[config.mk]
export PLATFORM = sky130hd
export DESIGN_NAME = matmul_tile_scheduler
export DESIGN_NICKNAME = d
export VERILOG_FILES = /design/src/rtl/matmul_tile_scheduler.sv
export SDC_FILE = /design/constraint.sdc
export NUM_CORES = 1
export LEC_CHECK = 0
export CORE_MARGIN = 3
export CORE_UTILIZATION = 30
export CTS_BUF_LIST = sky130_fd_sc_hd__clkbuf_8 sky130_fd_sc_hd__clkbuf_16
export DETAILED_ROUTE_END_ITERATION = 10
export PLACE_DENSITY = 0.55
export SYNTH_ARGS = -nofsm -noshare
export SYNTH_HDL_FRONTEND = slang
export SYNTH_SLANG_ARGS = --single-unit
[constraint.sdc]
create_clock -name clk -period 5.56 [get_ports clk]
set_input_delay 1.39 -clock clk [delete_from_list [all_inputs] [get_ports clk]]
set_output_delay 1.39 -clock clk [all_outputs]
set_load 0.03 [all_outputs]
[src/rtl/matmul_tile_scheduler.sv]
// Tile scheduler for the MAC-lane array: walks every (row, column-group) tile
// of C = A*B^T, launches the lanes, collects their done flags, hands each
// finished tile to the output streamer and flags job completion.
module matmul_tile_scheduler #(
    parameter int MATSIZE = 16,
    parameter int LANES   = 4,
    parameter int ADDR_W  = 9,
    parameter int TIMEOUT = 1023
) (
    input  logic              clk,
    input  logic              rstn,
    input  logic              start,
    input  logic              abort,
    output logic              busy,
    output logic              mul_start,
    output logic [ADDR_W-1:0] a_base,
    output logic [ADDR_W-1:0] b_base,
    input  logic [LANES-1:0]  lane_done,
    output logic              out_valid,
    input  logic              out_ready,
    output logic [7:0]        out_row,
    output logic [7:0]        out_cgrp,
    output logic              done_intr,
    output logic              err
);

    localparam int CGRPS = MATSIZE / LANES;
    localparam int CNT_W = $clog2(TIMEOUT + 1);

    typedef enum logic [2:0] {
        S_IDLE,
        S_ISSUE,
        S_WAIT,
        S_DRAIN,
        S_DONE
    } state_t;

    state_t            state;
    state_t            state_nxt;
    logic [7:0]        row;
    logic [7:0]        cgrp;
    logic [LANES-1:0]  done_mask;
    logic [CNT_W-1:0]  wait_cnt;
    logic              err_q;

    logic [LANES-1:0]  mask_now;
    logic              mask_full;
    logic              timeout_hit;
    logic              last_cgrp;
    logic              last_tile;
    logic              handshake;

    // Lane completion includes flags arriving in the current cycle; the
    // counter holds cycles already spent, so the limit is hit on the
    // TIMEOUT-th WAIT cycle.
    always_comb begin
        mask_now    = done_mask | lane_done;
        mask_full   = (mask_now == '1);
        timeout_hit = (wait_cnt == CNT_W'(TIMEOUT - 1));
        last_cgrp   = (cgrp == 8'(CGRPS - 1));
        last_tile   = last_cgrp && (row == 8'(MATSIZE - 1));
        handshake   = (state == S_DRAIN) && out_ready;
    end

    // State register
    always_ff @(posedge clk or negedge rstn) begin
        if (!rstn) begin
            state <= S_IDLE;
        end else begin
            state <= state_nxt;
        end
    end

    // Next-state logic; abort overrides every other transition
    always_comb begin
        state_nxt = state;
        if (abort) begin
            state_nxt = S_IDLE;
        end else begin
            case (state)
                S_IDLE:  if (start) state_nxt = S_ISSUE;
                S_ISSUE: state_nxt = S_WAIT;
                S_WAIT: begin
                    if (mask_full) begin
                        state_nxt = S_DRAIN;
                    end else if (timeout_hit) begin
                        state_nxt = S_IDLE;
                    end
                end
                S_DRAIN: if (out_ready) state_nxt = last_tile ? S_DONE : S_ISSUE;
                S_DONE:  state_nxt = S_IDLE;
                default: state_nxt = S_IDLE;
            endcase
        end
    end

    // Tile position, lane-done mask, wait counter and sticky error flag
    always_ff @(posedge clk or negedge rstn) begin
        if (!rstn) begin
            row       <= '0;
            cgrp      <= '0;
            done_mask <= '0;
            wait_cnt  <= '0;
            err_q     <= 1'b0;
        end else if (!abort) begin
            case (state)
                S_IDLE: begin
                    if (start) begin
                        row   <= '0;
                        cgrp  <= '0;
                        err_q <= 1'b0;
                    end
                end
                S_ISSUE: begin
                    done_mask <= '0;
                    wait_cnt  <= '0;
                end
                S_WAIT: begin
                    done_mask <= mask_now;
                    wait_cnt  <= wait_cnt + CNT_W'(1);
                    if (!mask_full && timeout_hit) begin
                        err_q <= 1'b1;
                    end
                end
                S_DRAIN: begin
                    if (handshake) begin
                        if (last_cgrp) begin
                            cgrp <= '0;
                            row  <= row + 8'd1;
                        end else begin
                            cgrp <= cgrp + 8'd1;
                        end
                    end
                end
                default: ;
            endcase
        end
    end

    // Moore outputs decoded from state; bases are only driven while a tile
    // is in flight so that idle/reset outputs read all zero
    always_comb begin
        busy      = 1'b0;
        mul_start = 1'b0;
        a_base    = '0;
        b_base    = '0;
        out_valid = 1'b0;
        out_row   = '0;
        out_cgrp  = '0;
        done_intr = 1'b0;
        err       = err_q;
        case (state)
            S_ISSUE, S_WAIT: begin
                busy      = 1'b1;
                mul_start = (state == S_ISSUE);
                a_base    = ADDR_W'(32'(row) * MATSIZE);
                b_base    = ADDR_W'(MATSIZE * MATSIZE + 32'(cgrp) * LANES * MATSIZE);
            end
            S_DRAIN: begin
                busy      = 1'b1;
                out_valid = 1'b1;
                out_row   = row;
                out_cgrp  = cgrp;
            end
            S_DONE: begin
                busy      = 1'b1;
                done_intr = 1'b1;
            end
            default: ;
        endcase
    end

endmodule
==> flow_metrics.tcl, run 1 <==
set metrics [dict create \
    synth_cell_type_count 47 \
    area_growth_pct 22.5 \
    ys_seq_elements 34 \
    nFillCells 705 \
    pin_count 48 \
    fin_crit_sh_pct 69.0 \
    crit_arrival_ns 2.44 \
    synth_top_family_by_area "simple AND/OR/NAND/NOR gates" \
    place.gp.congestion 0.760 \
    grt_pass1_wl_um 8370 \
    cp-end-kind "primary output" \
    p_total_mw 0.654 \
    final_common_cell "clkdlybuf4s50_1" \
    timing.rr.end "row[3]$_DFFE_PN0P_" \
    yosysSeqAreaShare_pct 39.4 \
    max_stage_delay_ns 0.67 \
    post_cts_resized 0 \
    drt-initial-drc-count 74 \
    path_cells "nand3b_1, inv_1, and2_1, clkdlybuf4s50_1" \
    clkSinkCount 34 \
    cts_hold_buf 0 \
    timing.rr.start "cgrp[0]$_DFFE_PN0P_" \
    clkTransAtPathRegs_ns 0.07 \
    yosys.area_share.simple_pct 31.3 \
    antenna_found_initial 0 \
    drc 0 \
    finalSetupViolCount 0 \
    clock_path_buffers 2 \
    grt_pass1_vias 1686 \
    synthFlopType "dfrtp_1" \
    whs_ns 0.510 \
    crit_start "state[2]$_DFFE_PN0P_" \
    antenna_cells 0 \
    whs_endpoint "done_mask[2]$_DFFE_PN0P_" \
    cts-htree-levels 2 \
    core_area_mm2 0.00687 \
    syn_avg_cell_area_um2 8.67 \
    final_cell_mix "clkdlybuf4s50_1, dfrtp_1, and2_1" \
    overflow 0 \
    p_per_area_mw_per_mm2 247 \
    ant_nets 0 \
    ir_drop_mv 0.118 \
    synthAdderAreaFrac_pct 2.32 \
    met1_length_um 2540 \
    synth_area_mm2 0.00216 \
    critical_path_required_ns 4.17 \
    portBuffers 37 \
    p_leak_nw 1.09 \
    wirelength_um 5010 \
    grt_start_max_net_pins 35 \
    fin_util_pct 38.5 \
    relSlewSlack_pct 63.2 \
    instances_no_fill 379 \
    routedWlPerCell_um 13.2 \
    numCtsBuffers 5 \
    dpl-instance-area_mm2 0.00257 \
    die-area_mm2 0.00825 \
    tightest_slew_ns 0.538 \
    drive_above_1_share_pct 4.59 \
    critPathSlowestCell "clkdlybuf4s50_1" \
    setup_slack_ns 1.73 \
    dp.final_hpwl_um 3570 \
    clock_latency_ns 0.29 \
    post-route-min-period_ns 3.83 \
    die_y_um 90.8 \
    dpl.cell_count 372 \
    wl_met2_um 2190 \
    cp-start-kind "register" \
    vias 1851 \
    synth_warnings 0 \
    hold_path_depth 2 \
    via_per_inst 4.88 \
    timing.fmax_ghz 0.261 \
    final_nets 296 \
    ys_top_cells_by_area "dfrtp_1, and2_1, nand2_1" \
    status "completed" \
    synthArstFlopShare_pct 100 \
    yosys.area.top_type "dfrtp_1" \
    min_path_type "reg -> reg" \
    die_w_um 90.8 \
    wl_met3_um 212 \
    reg2regPathDepth 5 \
    hold_viol 0 \
    synthCells 249 \
    drt-pass1-iter-count 4 \
    synth_compound_area_share_pct 14.0 \
    synthXorXnorAreaFrac_pct 4.46 \
    synthMuxAreaShare_pct 1.39 \
    rrSetupSlack_ns 3.27 \
    start_util_pct 31.4 \
    rsz0062_at_grt "false" \
    holdCritStartpoint "done_mask[2]$_DFFE_PN0P_" \
    finalMaxSlewViolations 0 \
    worstSetupPathType "reg -> out" \
    clock_skew_ns 0.00346 \
    yosys.area.top_type_share_pct 39.4 \
    drv_cap 0 \
    cts_setup_buffers 0 \
    synth_enable_flop_cells 0 \
    rows 30 \
    grt.total_usage_pct 12.5 \
    tns_ns 0 \
    root_buffer "clkbuf_8" \
    cts_tree "yes" \
    path_max_fanout 21 \
    design_area_mm2 0.00265 \
    highest_layer "met4" \
    post-place-ws_ns 2.03 \
]
[Yosys cell counts, types with 5 or more instances]
| library cell | number |
|---|---|
| a21oi_1 | 11 |
| and2_1 | 24 |
| dfrtp_1 | 34 |
| inv_1 | 8 |
| nand2_1 | 23 |
| or3_1 | 7 |
| nand3_1 | 14 |
| xnor2_1 | 8 |
| nor2_1 | 16 |
| o21ai_0 | 17 |
| buf_4 | 11 |
| clkbuf_1 | 5 |
[sequential cells by signal (all words and copies together) (netlist names)]
name       flops
state          3
done_mask      4
row            8
cgrp           8
wait_cnt      10
err            1
[power breakdown]
part / switching [mW] / internal (mW)
Combinational: 0.116 / 0.0630
Clock: 0.0877 / 0.0825
Sequential: 0.0313 / 0.273
[critical path, delay by kind of cell, from the launching register on]
kind / cells / cell delay [ns]
buf+inv: 2 / 1.12
flops: 1 / 0.53
simple gates: 2 / 0.50
[how the worst max path moves through the flow]
stage | to | cells after the start
floorplan | out_cgrp[5] | 6
global placement | row[3]$_DFFE_PN0P_ | 5
detailed placement | row[3]$_DFFE_PN0P_ | 5
CTS | out_row[4] | 4
global route | out_row[4] | 4
finish | out_row[7] | 4
[cell type report]
cell class	instances	area, µm²	area share (%)
flip-flops and latches	34	851	32.2
repair buffers	38	378	14.3
multi-input cells	196	1190	45.0
well taps	96	120	4.54
clock buffers	5	68.8	2.60
clock inverters	2	7.51	0.284
inverters	8	30.0	1.13
[logic make-up after synthesis]
kind of cell | Yosys count
buffers and inverters | 28
adder cells (fa/ha/maj) | 4
other | 1
flip-flops | 34
AO/OA/AOI/OAI | 50
AND/OR/NAND/NOR | 118
XOR/XNOR | 11
multiplexers | 3
[layer usage]
metal | global-route usage [%] | vias to the layer above
li1 | - | 920
met1 | 17.5 | 885
met2 | 18.5 | 41
met3 | 3.67 | 5
met4 | 3.77 | 0
met5 | 0 | -
No activity file was read; power rests on OpenSTA's default activity.
==> inputs of run 2 (changes only) <==
--- a/config.mk
+++ b/config.mk
@@ -9,7 +9,7 @@
 export CORE_UTILIZATION = 30
 export CTS_BUF_LIST = sky130_fd_sc_hd__clkbuf_8 sky130_fd_sc_hd__clkbuf_16
 export DETAILED_ROUTE_END_ITERATION = 10
-export PLACE_DENSITY = 0.55
+export PLACE_DENSITY = 0.57
 export SYNTH_ARGS = -nofsm -noshare
 export SYNTH_HDL_FRONTEND = slang
 export SYNTH_SLANG_ARGS = --single-unit
==> constraint.sdc (replaced) <==
create_clock -name clk -period 3.35 [get_ports clk]
set_input_delay 0.8375 -clock clk [delete_from_list [all_inputs] [get_ports clk]]
set_output_delay 0.8375 -clock clk [all_outputs]
set_load 0.03 [all_outputs]
==> run 2 against run 1 <==
Sequential power is 62% higher. Worst hold slack worse by 0.014 ns. Design area up 2.3%. Non-clock buffer count rose by 6. Cell count grew 1.8%. Count of clock-buffer cells in the layout rose by 1. Largest cell class unchanged. Highest routed layer unchanged.
==> flow_metrics.tcl, run 2 (same netlist as run 1, synthesis figures left out) <==
set metrics [dict create \
    status "completed" \
    clkTransAtPathRegs_ns 0.07 \
    routedWlPerCell_um 13.1 \
    regMostFlops "wait_cnt" \
    wirelength_um 5040 \
    timing.fmax_ghz 0.330 \
    finalMaxSlewViolations 0 \
    p_total_mw 1.13 \
    finalSetupViolCount 0 \
    tightest_slew_ns 0.539 \
    portBuffers 37 \
    pin_count 48 \
    area_growth_pct 25.3 \
    cts_hold_buf 0 \
    drv_cap 0 \
    via_per_inst 4.73 \
    start_util_pct 31.4 \
    fin_util_pct 39.4 \
    critical_path_required_ns 2.51 \
    clock_skew_ns 0.00948 \
    p_per_area_mw_per_mm2 418 \
    grt_pass1_vias 1710 \
    final_nets 302 \
    ant_nets 0 \
    min_path_type "reg -> reg" \
    worstSetupPathType "reg -> out" \
    path_max_fanout 18 \
    relSlewSlack_pct 63.1 \
    antenna_found_initial 0 \
    drt-initial-drc-count 97 \
    numCtsBuffers 5 \
    place.gp.congestion 0.772 \
    cts_setup_buffers 0 \
    die_w_um 90.8 \
    post_cts_resized 0 \
    die-area_mm2 0.00825 \
    grt_start_max_net_pins 35 \
    setup_slack_ns 0.322 \
    antenna_cells 0 \
    largest_reg_flops 10 \
    drc 0 \
    grt_pass1_wl_um 8450 \
    core_area_mm2 0.00687 \
    seq_area_um2 851 \
    reg.largest.list "wait_cnt (10), cgrp (8), row (8)" \
    cts-htree-levels 2 \
    root_buffer "clkbuf_8" \
    post-place-ws_ns 0.359 \
    post-route-min-period_ns 3.03 \
    vias 1825 \
    tns_ns 0 \
    nFillCells 711 \
    rows 30 \
    design_area_mm2 0.00271 \
    dpl.cell_count 378 \
    drt-pass1-iter-count 5 \
    die_y_um 90.8 \
    cp-end-kind "primary output" \
    ir_drop_mv 0.227 \
    multiInputGateArea_mm2 0.00119 \
    clkSinkCount 34 \
    grt.total_usage_pct 12.6 \
    crit_arrival_ns 2.19 \
    fin_crit_sh_pct 90.4 \
    dpl-instance-area_mm2 0.00262 \
    clock_path_buffers 2 \
    overflow 0 \
    final_cell_mix "clkdlybuf4s50_1, dfrtp_1, and2_1" \
    instances_no_fill 386 \
    dp.final_hpwl_um 3690 \
    clock_latency_ns 0.29 \
    rsz0062_at_grt "false" \
    final_common_cell "clkdlybuf4s50_1" \
    p_leak_nw 1.12 \
    cp-start-kind "register" \
    drive_above_1_share_pct 7.24 \
    hold_viol 0 \
    cts_tree "yes" \
    whs_ns 0.496 \
]
run 2: cell types whose count changed in the layout (fill, tap and decap cells not counted):
cell,before,now
buf_4,1,7
clkbuf_8,5,6
clkinv_2,0,1
inv_1,10,9
run 2: power by group:
part	leakage, nW	total [mW]	switching (mW)	internal, mW
sequential	0.466	0.493	0.0391	0.454
clock	0.0524	0.310	0.148	0.163
combinational	0.606	0.327	0.207	0.121
total	1.12	1.13	0.393	0.737
run 2: path summary, 6_finish.rpt:
| path | startpoint | end | slack, ns | cells after the start |
|---|---|---|---|---|
| max | state[2]$_DFFE_PN0P_ | out_cgrp[2] | 0.32 | 4 |
| min reg2reg | err$_DFFE_PN0P_ | err$_DFFE_PN0P_ | 0.50 | 1 |
| max in group asynchronous | rstn | cgrp[5]$_DFFE_PN0P_ | 2.05 | 2 |
| max reg2reg | cgrp[0]$_DFFE_PN0P_ | row[3]$_DFFE_PN0P_ | 1.07 | 5 |
| min in group asynchronous | rstn | row[2]$_DFFE_PN0P_ | 0.97 | 2 |
| min | err$_DFFE_PN0P_ | err$_DFFE_PN0P_ | 0.50 | 1 |
run 2: critical path, cell delays in order, from the launching register on:
cell             delay, ns
dfrtp_1               0.37
nand3b_1              0.25
inv_1                 0.42
and2_1                0.20
clkdlybuf4s50_1       0.67
run 2: final cells by class:
class / instances / share of cell area (%)
flip-flops and latches: 34 / 31.4
inverters: 8 / 1.11
repair buffers: 44 / 15.6
clock buffers: 6 / 3.05
clock inverters: 2 / 0.324
well taps: 96 / 4.44
multi-input cells: 196 / 44.0
run 2: layer usage:
metal	up-vias	GRT usage [%]	part of all wire, %
met5	-	0	0
met4	0	4.90	1.3
met3	5	2.75	3.9
met2	29	19.0	47
met1	856	17.6	48
li1	935	-	-
